==> config.mk <==
export PLATFORM = sky130hd
export DESIGN_NAME = pipelined_datapath
export DESIGN_NICKNAME = d
export VERILOG_FILES = /design/src/rtl/pipelined_datapath.sv
export SDC_FILE = /design/constraint.sdc
export NUM_CORES = 1
export LEC_CHECK = 0
export BUFFER_PORTS_ARGS = -buffer_cell sky130_fd_sc_hd__buf_2
export CORE_ASPECT_RATIO = 1.25
export CORE_UTILIZATION = 55
export CTS_BUF_LIST = sky130_fd_sc_hd__clkbuf_4
export DETAILED_ROUTE_END_ITERATION = 8
export MAX_ROUTING_LAYER = met4
export PLACE_DENSITY = 0.71
export SLEW_MARGIN = 20
export SYNTH_ARGS = -nofsm -noshare
export SYNTH_HDL_FRONTEND = slang
export SYNTH_SLANG_ARGS = --single-unit
==> constraint.sdc <==
create_clock -name clock -period 8 [get_ports clock]
set_input_delay 1.2 -clock clock [delete_from_list [all_inputs] [get_ports clock]]
set_output_delay 1.2 -clock clock [all_outputs]
set_load 0.01 [all_outputs]
==> src/rtl/pipelined_datapath.sv <==
// Two-stage (EX -> WB) register-file/ALU/data-memory datapath with WB-to-EX forwarding
// and registered branch flags; one micro-op per cycle, never stalls.
module pipelined_datapath #(
    parameter int WIDTH     = 16,
    parameter int REG_COUNT = 8,
    parameter int MEM_DEPTH = 32,
    localparam int RA = $clog2(REG_COUNT),
    localparam int MA = $clog2(MEM_DEPTH)
) (
    input  logic             clock,
    input  logic             reset,
    input  logic             op_valid,
    input  logic             rf_write,
    input  logic [RA-1:0]    rs_addr,
    input  logic [RA-1:0]    rt_addr,
    input  logic [RA-1:0]    rd_addr,
    input  logic [WIDTH-1:0] imm_data,
    input  logic             imm_sel,
    input  logic [3:0]       alu_sel,
    input  logic             mem_write,
    input  logic             mem_sel,
    output logic             zero_flag,
    output logic             pos_flag,
    output logic             flag_valid,
    output logic [WIDTH-1:0] last_reg_data
);

    typedef enum logic [3:0] {
        ALU_ADD  = 4'd0,
        ALU_SUB  = 4'd1,
        ALU_AND  = 4'd2,
        ALU_OR   = 4'd3,
        ALU_XOR  = 4'd4,
        ALU_NOT  = 4'd5,
        ALU_SLL  = 4'd6,
        ALU_SRL  = 4'd7,
        ALU_PASS = 4'd8
    } alu_op_e;

    logic [WIDTH-1:0] r_rf [REG_COUNT];
    logic [WIDTH-1:0] r_mem [MEM_DEPTH];

    logic             r_wb_valid;
    logic             r_wb_rf_write;
    logic [RA-1:0]    r_wb_rd;
    logic             r_wb_mem_sel;
    logic [WIDTH-1:0] r_wb_alu;
    logic [WIDTH-1:0] r_mem_rdata;
    logic             r_zero_flag;
    logic             r_pos_flag;
    logic             r_flag_valid;

    logic [WIDTH-1:0] w_wb_result;
    logic             w_wb_writes;
    logic [WIDTH-1:0] w_rs_val;
    logic [WIDTH-1:0] w_rt_val;
    logic [WIDTH-1:0] w_in1;
    logic [WIDTH-1:0] w_alu_out;
    logic [MA-1:0]    w_mem_addr;

    // Load data is already registered, so the WB result is final and can be forwarded as-is.
    assign w_wb_result = r_wb_mem_sel ? r_mem_rdata : r_wb_alu;
    assign w_wb_writes = r_wb_valid && r_wb_rf_write;

    assign w_rs_val   = (w_wb_writes && r_wb_rd == rs_addr) ? w_wb_result : r_rf[rs_addr];
    assign w_rt_val   = (w_wb_writes && r_wb_rd == rt_addr) ? w_wb_result : r_rf[rt_addr];
    assign w_in1      = imm_sel ? imm_data : w_rt_val;
    assign w_mem_addr = w_alu_out[MA-1:0];

    always_comb begin
        // NOTE: default first so every path assigns w_alu_out and no latch is inferred.
        w_alu_out = '0;
        case (alu_sel)
            ALU_ADD:  w_alu_out = w_rs_val + w_in1;
            ALU_SUB:  w_alu_out = w_rs_val - w_in1;
            ALU_AND:  w_alu_out = w_rs_val & w_in1;
            ALU_OR:   w_alu_out = w_rs_val | w_in1;
            ALU_XOR:  w_alu_out = w_rs_val ^ w_in1;
            ALU_NOT:  w_alu_out = ~w_rs_val;
            ALU_SLL:  w_alu_out = w_rs_val << w_in1[3:0];
            ALU_SRL:  w_alu_out = w_rs_val >> w_in1[3:0];
            ALU_PASS: w_alu_out = w_in1;
            default:  w_alu_out = '0;
        endcase
    end

    // NOTE: data memory has no reset so it maps onto plain RAM; contents survive a reset.
    always_ff @(posedge clock) begin
        if (!reset && op_valid && mem_write) begin
            r_mem[w_mem_addr] <= w_rs_val;
        end
        r_mem_rdata <= r_mem[w_mem_addr];
    end

    always_ff @(posedge clock) begin
        if (reset) begin
            // NOTE: non-blocking throughout, so WB reads the old pipeline state at this edge.
            r_wb_valid    <= 1'b0;
            r_wb_rf_write <= 1'b0;
            r_wb_rd       <= '0;
            r_wb_mem_sel  <= 1'b0;
            r_wb_alu      <= '0;
            r_zero_flag   <= 1'b0;
            r_pos_flag    <= 1'b0;
            r_flag_valid  <= 1'b0;
            for (int i = 0; i < REG_COUNT; i++) begin
                r_rf[i] <= '0;
            end
        end else begin
            r_wb_valid    <= op_valid;
            r_wb_rf_write <= rf_write;
            r_wb_rd       <= rd_addr;
            r_wb_mem_sel  <= mem_sel;
            r_wb_alu      <= w_alu_out;
            if (w_wb_writes) begin
                r_rf[r_wb_rd] <= w_wb_result;
            end
            r_flag_valid <= r_wb_valid;
            if (r_wb_valid) begin
                r_zero_flag <= (w_wb_result == '0);
                r_pos_flag  <= ~w_wb_result[WIDTH-1];
            end
        end
    end

    assign zero_flag     = r_zero_flag;
    assign pos_flag      = r_pos_flag;
    assign flag_valid    = r_flag_valid;
    assign last_reg_data = r_rf[REG_COUNT-1];

endmodule
==> results.json <==
{
  "drv_cap": 0,
  "max_stage_delay_ps": 770,
  "critical_path.top_delay_family": "simple AND/OR/NAND/NOR gates",
  "antenna_found_initial": 3,
  "worstMarginPinSlew_ps": 1141,
  "path_buf_inv": 2,
  "chipWidth_um": 217.4,
  "register_area_um2": 20040,
  "ant_nets": 0,
  "gp_congestion": 1.072,
  "wl_per_cell_um": 29.52,
  "grt_pass1_vias": 21450,
  "synth_cells": 2268,
  "drt_first_pass_iters": 8,
  "place_ws_ps": 581.5,
  "drcViolationCount": 0,
  "root_buffer": "clkbuf_4",
  "htreeDepth": 4,
  "ctsHoldBuffers": 0,
  "hold_viol": 0,
  "powerDensity_nw_per_um2": 240.0,
  "pin_count": 55,
  "cp_cell_sequence": "buf_4 > mux2i_1 > buf_4 > nand2_1 > o22a_1 > nand2_8 > ha_1 > nor2_1 > xnor2_1 > ha_1 > nor2b_1 > o21a_1 > or3_1 > a31oi_1 > o221ai_1 > a2111oi_0 > o211a_1 > or3_1 > nand2b_1 > o22ai_1 > nor4_1 > nand3_1",
  "gr-usage-all-layers_pct": 35.18,
  "die_height_um": 271.2,
  "startpoint": "r_wb_mem_sel",
  "p_leak_nw": 12.60,
  "ff2ff_path_depth": 22,
  "outcome": "finished, final reports clean",
  "dp_hpwl_um": 67160,
  "ys_seq_area_share_pct": 62.85,
  "yosys.cell_types.count": 80,
  "min_path_type": "in2reg",
  "syn2layout_area_growth_pct": 12.52,
  "reg2reg_from": "r_wb_mem_sel",
  "whs_ps": 412.2,
  "final_common_cell": "edfxtp_1",
  "tns_ps": 0,
  "cp-start-kind": "register",
  "ys_warn_count": 0,
  "layout-drive-gt1-share_pct": 22.90,
  "slowest_stage": "dfxtp_1",
  "vias_per_cell": 6.379,
  "start_util_pct": 55.68,
  "syn-cell-area_um2": 31880,
  "synth_nets": 2358,
  "clock_sinks": 681,
  "slew_violations": 0,
  "worst-endpoint-arrival_ps": 7670,
  "vias": 21480,
  "grt_overflow": 0,
  "skew_ps": 72.43,
  "fp.dieArea_um2": 58940,
  "core_um2": 57260,
  "fin_crit_ps": 6826,
  "ys_seq_elements": 681,
  "path_clk_slew_ps": 70,
  "crit_fanout": 12,
  "syn_area_per_cell_um2": 14.06,
  "synth_ff_type": "edfxtp_1",
  "hp-start": "rd_addr[1]",
  "clockBufferDepth": 3,
  "ctsResizeCount": 0,
  "cts_tree": "done",
  "rsz0062_at_grt": "no",
  "peakVddDrop_mv": 0.1530,
  "synthArstFlopShare_pct": 0,
  "drt_iter0_drc": 2345,
  "finalCritPeriodShare_pct": 85.32,
  "max_freq_ghz": 0.1465,
  "whs_path_depth": 2,
  "wl_um": 99410,
  "clk_latency_ps": 1030,
  "synth_edf_count": 640,
  "critPathRequiredTime_ps": 8840,
  "setup_violations": 0,
  "postCtsSetupBuffers": 0,
  "io_buffers": 54,
  "layout_setup_ws_ps": 1174,
  "fill_cells": 4380,
  "layout_common_cells": "edfxtp_1, mux2i_1, clkbuf_4",
  "slew_headroom_pct": 23.91,
  "numCtsBuffers": 163,
  "crit_type": "reg2reg",
  "cp.depth": 22,
  "rows": 98,
  "grt_pass1_wl_um": 143000,
  "cp-end-kind": "register",
  "grt_max_degree": 72,
  "multi_input_area_um2": 11110,
  "fin_nets": 2565
}
per-layer routing:
layer | track usage [%] | part of all wire, % | vias to the layer above
li1 | - | - | 9307
met1 | 41.14 | 36 | 10700
met2 | 55.98 | 49 | 1176
met3 | 7.059 | 8.1 | 301
met4 | 21.63 | 6.6 | 0
met5 | - | 0 | -
registers in the layout (all words and copies together), names as in the netlist:
signal         count
r_rf             128
r_wb_valid         1
r_wb_alu          16
zero_flag          1
r_mem            512
r_wb_rf_write      1
r_mem_rdata       16
r_wb_mem_sel       1
r_wb_rd            3
flag_valid         1
pos_flag           1
power by group:
group | leakage, nW | internal (mW) | switching, mW
combinational | 5.00 | 0.512 | 1.02
sequential | 6.31 | 4.03 | 0.0742
clock | 1.29 | 1.56 | 1.41
total | 12.6 | 6.11 | 2.51
logic make-up after synthesis:
kind of cell / after synthesis / synth area share [%]
fa+ha+maj: 54 / 2.143
mux: 381 / 14.68
compound gates: 383 / 8.367
simple gates: 538 / 7.908
flops: 681 / 62.85
xor+xnor: 35 / 1.056
buf+inv: 196 / 2.998
worst paths after layout:
path / endpoint / slack [ps]
max: r_mem_rdata[12] / 1170
min: r_wb_rd[1] / 410
max reg2reg: r_mem_rdata[12] / 1170
min reg2reg: pos_flag / 490
area by class of cell:
type                            instances  share of cell area (%)
Multi-Input combinational cell       1391                   30.96
Clock inverter                         58                   1.085
Sequential cell                       681                   55.86
Timing Repair Buffer                  199                   3.934
Clock buffer                          243                   5.085
Antenna cell                            7                 0.04883
Tap cell                              750                   2.616
Inverter                               39                  0.4150
metrics by stage:
| step | power (mW) | cell area [um2] | utilization, % | cells |
|---|---|---|---|---|
| final | 8.611 | 35870 | 62.65 | 3368 |
| after global routing | 8.890 | 35870 | 62.65 | 3368 |
| after CTS | 8.615 | 35860 | 62.62 | 3361 |
| after detailed placement | 5.669 | 33640 | 58.75 | 3060 |
| after global placement | 5.657 | 33630 | 58.73 | 3059 |
| after floorplan | 5.065 | 31880 | - | 2268 |
synth_stat cells, drive strengths merged (17+ instances only):
cell	count	area share [%]
buf	82	1.6
nand2	104	1.3
nor2	238	2.8
o22ai	73	1.4
a21oi	65	1.0
inv	39	0.47
mux2i	286	9.0
dfxtp	41	2.6
nor3	24	0.41
mux2	29	1.0
and2	43	0.84
o21ai	37	0.58
nand3	34	0.58
mux4	66	4.7
a211oi	82	1.9
ha	53	2.1
edfxtp	640	60
o221ai	18	0.55
clkbuf	75	0.88
nor4	21	0.46
xnor2	25	0.71
nand2b	17	0.33
Power figures use the tool's default switching activity.
